$ cat src/rtl/div_pkg.sv
// Shared types and constants for the iterative MIPS divide sequencer.
package div_pkg;

  typedef enum logic [1:0] {
    IDLE = 2'd0,
    BUSY = 2'd1,
    DONE = 2'd2
  } divState_e;

  localparam int DIV_WIDTH = 32;

  // One restoring step per result bit.
  localparam int DIV_ITERS = DIV_WIDTH;

  // Quotient reported when the divisor is zero; the remainder reports the dividend.
  localparam logic [DIV_WIDTH-1:0] DIV_BY_ZERO_LO = '1;

endpackage

$ cat src/rtl/div_step.sv
// One combinational restoring-division iteration: shift {rem,quo} left by one,
// try subtracting the divisor, keep the difference and set a quotient bit if it fits.
module div_step #(
  parameter int WIDTH = 32
) (
  input  logic [WIDTH:0]   remIn,
  input  logic [WIDTH-1:0] quoIn,
  input  logic [WIDTH-1:0] divisor,
  output logic [WIDTH:0]   remOut,
  output logic [WIDTH-1:0] quoOut
);

  logic [WIDTH+1:0] shifted;
  logic [WIDTH+1:0] trial;

  // Trial subtract one bit wider than the remainder so its sign bit decides restore vs keep.
  always_comb begin
    shifted = {remIn, quoIn[WIDTH-1]};
    trial   = shifted - {2'b00, divisor};
    if (!trial[WIDTH+1]) begin
      remOut = trial[WIDTH:0];
      quoOut = {quoIn[WIDTH-2:0], 1'b1};
    end else begin
      remOut = shifted[WIDTH:0];
      quoOut = {quoIn[WIDTH-2:0], 1'b0};
    end
  end

endmodule

$ cat src/rtl/div_seq.sv
// Iterative DIV/DIVU sequencer for the execute stage. Captures operand magnitudes,
// runs WIDTH restoring steps while stalling the pipe, then presents HI/LO for one cycle.
module div_seq
  import div_pkg::*;
#(
  parameter int WIDTH = DIV_ITERS
) (
  input  logic             clk,
  input  logic             rst,
  input  logic             startE,
  input  logic             signedE,
  input  logic [WIDTH-1:0] aE,
  input  logic [WIDTH-1:0] bE,
  input  logic             cancelE,
  output logic             stallDivE,
  output logic             readyE,
  output logic             hilo_weE,
  output logic [WIDTH-1:0] hiE,
  output logic [WIDTH-1:0] loE
);

  localparam int CNT_W = $clog2(WIDTH);
  localparam logic [CNT_W-1:0] LAST_CNT = CNT_W'(WIDTH - 1);

  divState_e state;
  divState_e nextState;

  logic [CNT_W-1:0] cnt;
  logic [WIDTH:0]   remReg;
  logic [WIDTH-1:0] quoReg;
  logic [WIDTH-1:0] divReg;
  logic             qnegReg;
  logic             rnegReg;
  logic [WIDTH-1:0] hiReg;
  logic [WIDTH-1:0] loReg;

  logic             aNeg;
  logic             bNeg;
  logic [WIDTH-1:0] absA;
  logic [WIDTH-1:0] absB;
  logic [WIDTH:0]   stepRem;
  logic [WIDTH-1:0] stepQuo;

  div_step #(.WIDTH(WIDTH)) uStep (
    .remIn   (remReg),
    .quoIn   (quoReg),
    .divisor (divReg),
    .remOut  (stepRem),
    .quoOut  (stepQuo)
  );

  // Operand magnitudes and sign flags; unsigned divides never count as negative.
  always_comb begin
    aNeg = signedE & aE[WIDTH-1];
    bNeg = signedE & bE[WIDTH-1];
    absA = aNeg ? -aE : aE;
    absB = bNeg ? -bE : bE;
  end

  // State register; reset drops any divide in flight.
  always_ff @(posedge clk or posedge rst) begin
    if (rst) begin
      state <= IDLE;
    end else begin
      state <= nextState;
    end
  end

  // Next state plus stall/ready; cancel wins over everything and kills stall and ready.
  always_comb begin
    nextState = state;
    stallDivE = 1'b0;
    readyE    = 1'b0;
    case (state)
      IDLE: begin
        if (startE && !cancelE) begin
          stallDivE = 1'b1;
          nextState = (bE == '0) ? DONE : BUSY;
        end
      end
      BUSY: begin
        if (cancelE) begin
          nextState = IDLE;
        end else begin
          stallDivE = 1'b1;
          if (cnt == LAST_CNT) begin
            nextState = DONE;
          end
        end
      end
      DONE: begin
        readyE    = !cancelE;
        nextState = IDLE;
      end
      default: begin
        nextState = IDLE;
      end
    endcase
  end

  // Datapath: capture operands, iterate, and register the sign-corrected result on the last step.
  always_ff @(posedge clk or posedge rst) begin
    if (rst) begin
      cnt     <= '0;
      remReg  <= '0;
      quoReg  <= '0;
      divReg  <= '0;
      qnegReg <= 1'b0;
      rnegReg <= 1'b0;
      hiReg   <= '0;
      loReg   <= '0;
    end else begin
      case (state)
        IDLE: begin
          if (startE && !cancelE) begin
            if (bE == '0) begin
              loReg <= WIDTH'(DIV_BY_ZERO_LO);
              hiReg <= aE;
            end else begin
              remReg  <= '0;
              quoReg  <= absA;
              divReg  <= absB;
              cnt     <= '0;
              qnegReg <= aNeg ^ bNeg;
              rnegReg <= aNeg;
            end
          end
        end
        BUSY: begin
          if (!cancelE) begin
            remReg <= stepRem;
            quoReg <= stepQuo;
            cnt    <= cnt + 1'b1;
            if (cnt == LAST_CNT) begin
              loReg <= qnegReg ? -stepQuo : stepQuo;
              hiReg <= rnegReg ? -stepRem[WIDTH-1:0] : stepRem[WIDTH-1:0];
            end
          end
        end
        default: begin
        end
      endcase
    end
  end

  assign hilo_weE = readyE;
  assign hiE      = hiReg;
  assign loE      = loReg;

endmodule

$ cat config.mk
export PLATFORM = sky130hd
export DESIGN_NAME = div_seq
export DESIGN_NICKNAME = d
export VERILOG_FILES = /design/src/rtl/div_pkg.sv /design/src/rtl/div_step.sv /design/src/rtl/div_seq.sv
export SDC_FILE = /design/constraint.sdc
export NUM_CORES = 1
export LEC_CHECK = 0
export ABC_AREA = 1
export ABC_CLOCK_PERIOD_IN_PS = 4850
export BUFFER_PORTS_ARGS = -buffer_cell sky130_fd_sc_hd__buf_2
export CELL_PAD_IN_SITES_DETAIL_PLACEMENT = 0
export CELL_PAD_IN_SITES_GLOBAL_PLACEMENT = 1
export CORE_MARGIN = 2
export CORE_UTILIZATION = 23
export DETAILED_ROUTE_END_ITERATION = 6
export PLACE_DENSITY = 0.49
export SYNTH_ARGS = -nofsm -noshare
export SYNTH_HDL_FRONTEND = slang
export SYNTH_SLANG_ARGS = --single-unit
$ cat constraint.sdc
create_clock -name clk -period 4.85 [get_ports clk]
set_input_delay 0.485 -clock clk [delete_from_list [all_inputs] [get_ports clk]]
set_output_delay 0.485 -clock clk [all_outputs]
set_load 0.03 [all_outputs]
==> reports/results.tsv <==
metric	value	unit
ant_nets	0	
worst_slew_pin_slew	0.982	ns
cts_tree	done	
drc	0	
synth_adder_area_share	3.77	%
startpoint_type	flop	
cp_data_arrival_time	4.71	ns
cp_slowest_stage_delay	0.45	ns
ys_seq_area_share	32.4	%
start_util	23.3	%
firstDrtPassIters	5	
synthTopCellsByArea	dfrtp_1 32%, nand2_1 18%, inv_1 7.1%, nor2_1 6.1%, nand3_1 5.4%	
final-setup-viol-count	0	
vias	13300	
r2r_setup_slack	0.53	ns
finalCriticalPeriod	4.32	ns
routedWlPerCell	18.5	um
drt_wl_total	53500	um
p_int	5.27	mW
ys.flop_type	dfrtp_1	
pwr-share-seq	19.7	%
synth_edf_count	0	
p_leak	7.61	nW
cp-end-kind	flop	
synth_fp_nets	2128	
irDropWorstVdd	0.330	mV
synth.distinct_cells	55	
swShare	58.9	%
regToRegEndpoint	loE[30]	
holdPathEnd	state[0]	
path_clk_slew	0.08	ns
hold_class	input port to flop	
grt_overflow	0	
synth-seq-cells	170	
period_share	89.1	%
synth_top_area_share	32.4	%
grt_antenna_before_repair	4	
die-area	59100	um2
drv_cap	0	
die_w	243	um
syn-instance-count	2020	
final_area	15300	um2
muxShareOfSynthArea	0.0762	%
crit_buf_inv	0	
r2r-start	remReg[20]	
cp_max_fo	6	
crit_family	simple AND/OR/NAND/NOR gates	
synth-compound-area-share	14.1	%
grt_first_pass_wirelength	82500	um
cts.sink_count	170	
grtUsageTotal	18.5	%
yosysMostFrequentCell	nand2_1	
crit_top_cell	nand2_1	
area.growth.synth_to_final	16.1	%
nNetsFinal	2234	
synth_simple_gate_area_share	35.7	%
min_path_cells	2	
synth_top_family_by_area	simple AND/OR/NAND/NOR gates	
dpl_cell_area	14700	um2
power_frac_comb	69.6	%
htreeDepth	4	
synth_commonest_cells	619 x nand2_1, 250 x inv_1, 214 x nor2_1, 170 x dfrtp_1, 143 x nand3_1	
worstRegToRegCells	25	
clockBufferDepth	2	
finalNonFillerCells	2897	
syn-cell-area	13100	um2
cp.required	5.24	ns
fin_setup_tns	0	ns
root_buffer	clkbuf_16	
dp_hpwl	41400	um
p_total	12.8	mW
slew_violations	0	
rsz0062_at_grt	no	
port-buffer-count	135	
fmax	0.231	GHz
clk_latency	0.50	ns
min_from	cancelE	
grt_max_degree	129	
crit_type	flop to flop	
syn_area_per_cell	6.51	um2
clockPowerShare	10.7	%
drive_above_1_share	12.6	%
relSlewSlack	34.4	%
crit_slowest_cell	dfrtp_1	
cts_buffers	17	
cts_setup_buffers	0	
yosys_warnings	0	
ios	136	
core_area	56500	um2
drtIter0Drc	909	
chipHeight	243	um
p_sw	7.56	mW
hold_viol	0	
finClkSkew	0.0159	ns
outcome	finished, final reports clean	
yosys.area.top_type	dfrtp_1	
row_count	87	
synth-xor-area-share	4.20	%
gp_congestion	0.846	
dp_cells	2862	
grt_pass1_vias	13200	
async_flop_share	100	%
power.density	841	nW/um2
vias_per_cell	4.60	
## layout by cell type, fill, tap and decap left out, types with 9 or more instances in the layout
cell type	instances
a21oi_1	71
a31oi_1	20
buf_2	135
buf_4	21
clkbuf_16	17
dfrtp_1	170
ha_1	38
inv_1	248
nand2_1	618
nand2_2	22
nand3_1	143
nand4_1	22
nor2_1	213
nor2_2	13
nor3_1	22
nor4_1	10
o211ai_1	20
o21ai_0	129
o21ai_1	9
o221ai_1	10
o22ai_1	14
xnor2_1	17
xor2_1	46
## layer usage
layer,up-vias,global-route usage [%],wire (um)
met5,-,0,27
met4,4,6.64,1180
met3,51,2.34,2190
met2,276,29.0,23600
met1,6238,26.0,26500
li1,6757,-,-
## timing repair
action / CTS / global route
resized for setup: 0 / 1
setup endpoints to repair: 0 / 1
hold endpoints to repair: 6 / 0
hold buffers: 1 / 0
## power by group through the flow
stage                     Combinational (mW)  Sequential [mW]  Clock (mW)
after global routing                    10.1             2.61        1.47
final                                   8.93             2.53        1.37
after CTS                               9.03             2.53        1.43
after global placement                  9.04             2.54           0
after floorplan                         5.67             2.89           0
after detailed placement                9.00             2.56           0
## metrics by stage
stage / setup slack (ns) / hold WS, ns / util [%]
detailed placement: 0.413 / 0.459 / 26.0
finish: 0.527 / 0.250 / 27.0
global route: 0.0393 / 0.282 / 27.0
floorplan: 1.11 / 0.453 / -
CTS: 0.395 / 0.221 / 27.0
global placement: 0.475 / 0.454 / 26.0
## worst reg2reg max path, delay by kind of cell, from the launching register on
family / cells / cell delay (ns)
compound gates: 2 / 0.27
xor+xnor: 1 / 0.16
fa+ha+maj: 2 / 0.66
flops: 1 / 0.45
simple gates: 20 / 2.66
## final cells by class
type	instances	area (um2)
Fill cell	6364	41200
Multi-Input combinational cell	1520	7630
Sequential cell	170	4250
Inverter	257	968
Tap cell	756	946
Timing Repair Buffer	160	903
Clock buffer	18	439
Clock inverter	14	111
Antenna cell	2	5.00
## registers in the layout, indices dropped and copies added, names as in the netlist
| register | count |
|---|---|
| divReg | 32 |
| cnt | 5 |
| quoReg | 32 |
| rnegReg | 1 |
| hiE | 32 |
| loE | 32 |
| remReg | 33 |
| qnegReg | 1 |
| state | 2 |
## cell families after synthesis
family | after synthesis
compound gates | 317
xor+xnor | 63
fa+ha+maj | 39
buf+inv | 330
flops | 170
mux | 1
simple gates | 1100
## how the worst max path moves through the flow
| stage | from | slack, ns | end | cells after the start |
|---|---|---|---|---|
| 2_1_floorplan | remReg[7] | 1.11 | loE[30] | 28 |
| 3_3_place_gp | remReg[20] | 0.47 | loE[30] | 25 |
| 3_5_place_dp | remReg[20] | 0.41 | loE[30] | 25 |
| 4_1_cts | remReg[20] | 0.39 | loE[30] | 25 |
| 5_1_grt | remReg[20] | 0.04 | loE[30] | 25 |
| 6_report | remReg[20] | 0.53 | loE[30] | 25 |
Note: power is estimated with default switching activity, not from simulation.
